==> src/rtl/bpsk_ask_demodulator.sv <==
// bpsk_ask_demodulator: square-wave correlation demodulator for 64-sample-per-bit BPSK/ASK
// Ports: clk/rst (sync, active-high); sample_in/sample_valid carry the offset-sine samples;
// mode selects BPSK(0)/ASK(1) per symbol; sync restarts alignment; bit_out/corr_out are
// updated with a one-cycle bit_valid strobe at each completed symbol.
module bpsk_ask_demodulator #(
  parameter int BPSK_OFFSET = 1000,
  parameter int ASK_OFFSET = 10000,
  parameter int ASK_THRESH = 200000
) (
  input  logic        clk,
  input  logic        rst,
  input  logic [15:0] sample_in,
  input  logic        sample_valid,
  input  logic        mode,
  input  logic        sync,
  output logic        bit_out,
  output logic        bit_valid,
  output logic [23:0] corr_out
);
  localparam logic signed [23:0] THR = 24'(ASK_THRESH);
  logic [5:0] phase_q, phase_d, ph;
  logic signed [23:0] acc_q, acc_d, corr_q, corr_d, term, sum;
  logic signed [16:0] off, diff;
  logic mode_lat_q, mode_lat_d, eff_mode, last;
  logic bit_out_q, bit_out_d, bit_valid_q, bit_valid_d;
  // sync makes this cycle behave as phase 0 of a fresh symbol with an empty accumulator
  always_comb begin
    ph = sync ? 6'd0 : phase_q;
    eff_mode = (ph == 6'd0) ? mode : mode_lat_q;
    off = eff_mode ? 17'(ASK_OFFSET) : 17'(BPSK_OFFSET);
    diff = $signed({1'b0, sample_in}) - off;
    term = ph[5] ? -{{7{diff[16]}}, diff} : {{7{diff[16]}}, diff};
    sum = (sync ? 24'sd0 : acc_q) + term;
    last = sample_valid && ph == 6'd63;
    phase_d = sample_valid ? ph + 6'd1 : ph;
    acc_d = last ? 24'sd0 : sample_valid ? sum : sync ? 24'sd0 : acc_q;
    mode_lat_d = sample_valid ? eff_mode : mode_lat_q;
    bit_valid_d = last;
    corr_d = last ? sum : corr_q;
    bit_out_d = last ? (eff_mode ? sum > THR : sum > 24'sd0) : bit_out_q;
  end
  always_ff @(posedge clk) begin
    if (rst) begin
      phase_q <= '0;
      acc_q <= '0;
      mode_lat_q <= 1'b0;
      corr_q <= '0;
      bit_out_q <= 1'b0;
      bit_valid_q <= 1'b0;
    end else begin
      phase_q <= phase_d;
      acc_q <= acc_d;
      mode_lat_q <= mode_lat_d;
      corr_q <= corr_d;
      bit_out_q <= bit_out_d;
      bit_valid_q <= bit_valid_d;
    end
  end
  assign bit_out = bit_out_q;
  assign bit_valid = bit_valid_q;
  assign corr_out = corr_q;
endmodule

==> config.mk <==
export PLATFORM = sky130hd
export DESIGN_NAME = bpsk_ask_demodulator
export DESIGN_NICKNAME = d
export VERILOG_FILES = /design/src/rtl/bpsk_ask_demodulator.sv
export SDC_FILE = /design/constraint.sdc
export NUM_CORES = 1
export LEC_CHECK = 0
export ABC_AREA = 1
export CAP_MARGIN = 20
export CORE_UTILIZATION = 60
export CTS_BUF_LIST = sky130_fd_sc_hd__clkbuf_8
export DETAILED_ROUTE_END_ITERATION = 16
export MAX_ROUTING_LAYER = met4
export PLACE_DENSITY = 0.79
export SETUP_SLACK_MARGIN = 0.02
export SKIP_LAST_GASP = 1
export SYNTH_ARGS = -nofsm -noshare
export SYNTH_HDL_FRONTEND = slang
export SYNTH_SLANG_ARGS = --single-unit
==> constraint.sdc <==
create_clock -name clk -period 7.75 [get_ports clk]
set_clock_uncertainty 0.2 [all_clocks]
set_input_delay 1.1625 -clock clk [delete_from_list [all_inputs] [get_ports clk]]
set_output_delay 1.1625 -clock clk [all_outputs]
set_load 0.005 [all_outputs]
==> metrics.md <==
| Metric | Value |
|---|---|
| Status | `finished clean` |
| Synth Flop Type | `dfxtp_1` |
| Endpoint of the worst register-to-register path | `bit_out` |
| Max-slew violation count | `0` |
| Distinct cell type count after synthesis | `44` |
| Fraction of layout cells with a size suffix above 1 | `7.94%` |
| Row cnt | `31` |
| Clk root buf | `clkbuf_8` |
| Initial DRC count | `347` |
| Worst Path Arrival | `6.77 ns` |
| Core footprint | `7370 µm²` |
| Synth cell count leaders | `nand2_1, inv_1, dfxtp_1` |
| WL met2 | `5860 µm` |
| Largest cells by area after synthesis | `dfxtp_1, nand2_1, inv_1, ha_1, o21ai_0` |
| Fin util | `73.1%` |
| Final setup vio count | `0` |
| Setup WS pre-CTS | `0.704 ns` |
| CTS tree | `yes` |
| Reg2reg start | `phase_q[0]` |
| Synth Register Bits | `57` |
| Peak fanout along the critical path | `22` |
| H-tree depth | `3` |
| Largest net degree at the start of global routing | `44` |
| Die width | `90.2 µm` |
| Routed Antenna Nets | `0` |
| Clock period minus worst slack | `6.75 ns` |
| GRT Total Usage | `31.6%` |
| I/O pins | `47` |
| Later-pin clock latency in the skew report | `0.34 ns` |
| Unrepaired setup endpoints after global routing | `false` |
| Post-synth top area cell | `dfxtp_1` |
| Final number of hold-violating endpoints | `0` |
| Post-synth net total | `773` |
| Worst Tran Pin Value | `0.718 ns` |
| # nets final | `818` |
| Mapped Cells | `719` |
| HP Class | `register to register` |
| Int Power | `541 µW` |
| Yosys top cell area share | `24.4%` |
| Vias in the first global route | `4561` |
| TNS Setup | `0 ns` |
| Worst Setup Start Kind | `primary input` |
| DRT Wirelength | `12100 µm` |
| WHS Endpoint | `corr_out[1]` |
| Die area | `8140 µm²` |
| Avg Inst Size Synth | `6.50 µm²` |
| CTS max path bufs | `2` |
| Synth Warn # | `0` |
| Final HPWL DP | `9340 µm` |
| Critical path class | `primary input to register` |
| # DRC | `0` |
| Leak | `2.76 nW` |
| EDFF count, synth | `0` |
| Vias per cell | `5.43` |
| Comb pwr share | `37.8%` |
| Reg power frac | `34.5%` |
| Worst hold path depth | `2` |
| Post-placement cell count | `852` |
| Initial Util | `63.4%` |
| Setup Fix Bufs, Post-CTS | `0` |
| CP max stage cell | `clkdlybuf4s50_1` |
| Fillers | `645` |
| Syn Std Cell Area | `4670 µm²` |
| FF-to-FF setup slack | `2.52 ns` |
| DR WL/cell | `13.9 µm` |
| Routability cong. | `1.00` |
| FF-to-FF path depth | `37` |
| Cell Count, Final, Fillers Out | `867` |
| Seq/Total Area, Yosys | `24.4%` |
| CP peak stage delay | `0.39 ns` |
| Sw Pwr | `354 µW` |
| Port bufs | `46` |
| First-pass GRT wire length | `20400 µm` |
| Highest Signal Layer | `met4` |
| Clock group share of total power | `27.7%` |
| Cts hold-fix bufs | `0` |
| Most common cell in the netlist | `nand2_1` |
| Number of detailed-route iterations in the first pass | `7` |
| Worst Setup End Kind | `register` |
| Maximum clock frequency | `148 MHz` |
| Peak VDD IR | `0.110 mV` |
| CP most frequent cell | `nand2_1` |
| Wire length on met3 | `611 µm` |
| CTS clk-pin slew, worst paths | `0.07 ns` |
| Hold path startpoint | `corr_out[1]` |
| Clock sink count | `57` |
| Total CTS buffers | `9` |
| Net Sw Frac | `39.6%` |
| PwrDens | `166 nW/µm²` |
| CP required | `7.77 ns` |
| Ys async rst share | `0%` |
| Die Y | `90.2 µm` |
| GRT overflow | `0` |
| Period Utilization, post-route | `87.1%` |
| Max-Cap Viols | `0` |
| Slew headroom | `52.0%` |
| Synthesis-to-finish area growth | `15.4%` |
| ANT cells | `0` |
| Final worst slack | `0.996 ns` |
| Post-CTS Resized | `0` |
| Initial antenna violation count | `0` |
| Via count | `4705` |
| Wl on met1 | `5310 µm` |
[cell families (layout without fill, tap and decap cells)]
kind of cell | after synthesis | after routing | share of synthesized area, %
AO/OA/AOI/OAI | 125 | 125 | 15.1
adder cells (fa/ha/maj) | 33 | 33 | 9.00
AND/OR/NAND/NOR | 339 | 339 | 34.5
flip-flops | 57 | 57 | 24.4
XOR/XNOR | 30 | 30 | 5.95
buffers and inverters | 135 | 184 | 11.0
[flip-flops by register name, summed over array words and instances (netlist names)]
signal / flops
bit_valid: 1
mode_lat_q: 1
acc_q: 24
bit_out: 1
corr_out: 24
phase_q: 6
[cell usage in the layout (no fill, tap or decap), types with 2 or more instances in the layout]
| master | count |
|---|---|
| nand3_4 | 4 |
| dfxtp_1 | 57 |
| and3_1 | 2 |
| nand2_4 | 3 |
| inv_2 | 3 |
| clkinv_2 | 2 |
| nand2_2 | 15 |
| clkdlybuf4s50_1 | 46 |
| a22o_1 | 2 |
| nand3_1 | 27 |
| o21ai_1 | 6 |
| nand2_1 | 188 |
| nor2_1 | 55 |
| xnor2_1 | 13 |
| clkbuf_8 | 10 |
| nor2_4 | 6 |
| a21oi_1 | 39 |
| o211ai_1 | 15 |
| ha_1 | 32 |
| xor2_1 | 15 |
| buf_4 | 4 |
| a21o_1 | 2 |
| nand4_1 | 13 |
| inv_1 | 116 |
| nand3b_1 | 8 |
| clkinvlp_4 | 3 |
| nand3_2 | 2 |
| nor2_2 | 2 |
| nor2_8 | 2 |
| o21ai_0 | 50 |
| nor3_1 | 9 |
| a211oi_1 | 3 |
[power by group through the flow]
stage / Combinational, mW / Sequential, mW / Clock (mW)
after floorplan: 0.250 / 0.314 / 0
final: 0.338 / 0.309 / 0.248
after CTS: 0.333 / 0.309 / 0.253
after global placement: 0.325 / 0.315 / 0
after detailed placement: 0.330 / 0.315 / 0
after global routing: 0.376 / 0.310 / 0.265
[metrics by stage]
| step | area [µm²] | hold WS (ns) | power, mW |
|---|---|---|---|
| after floorplan | 4670 | 0.248 | 0.564 |
| after global placement | 5220 | 0.240 | 0.641 |
| after detailed placement | 5220 | 0.242 | 0.646 |
| after CTS | 5390 | 0.256 | 0.895 |
| after global routing | 5390 | 0.269 | 0.950 |
| final | 5390 | 0.256 | 0.895 |
[worst max-delay path by stage]
stage / to / slack (ns) / from
after floorplan: bit_out / 2.03 / sync
after global placement: bit_out / 0.89 / sync
after detailed placement: bit_out / 0.70 / sync
after CTS: bit_out / 1.07 / sync
after global routing: bit_out / 0.37 / sync
final: bit_out / 1.0 / sync
[cell type report]
| class | count | area, µm² | area share (%) |
|---|---|---|---|
| Clock inverter | 5 | 32.5 | 0.604 |
| Clock buffer | 10 | 138 | 2.55 |
| Timing Repair Buffer | 50 | 490 | 9.10 |
| Inverter | 119 | 447 | 8.29 |
| Tap cell | 99 | 124 | 2.30 |
| Multi-Input combinational cell | 527 | 3020 | 56.0 |
| Sequential cell | 57 | 1140 | 21.2 |
[routing by layer]
layer / GRT usage, % / vias up
met5: - / -
met4: 11.8 / 0
met3: 4.57 / 25
met2: 54.0 / 163
met1: 37.6 / 2122
li1: - / 2395
[critical path: cells and delay by family]
family	cells	cell delay [ns]
buffers and inverters	7	1.24
AND/OR/NAND/NOR	25	2.68
AO/OA/AOI/OAI	2	0.30
adder cells (fa/ha/maj)	4	0.95
XOR/XNOR	2	0.46
No activity file was read; power rests on OpenSTA's default activity.
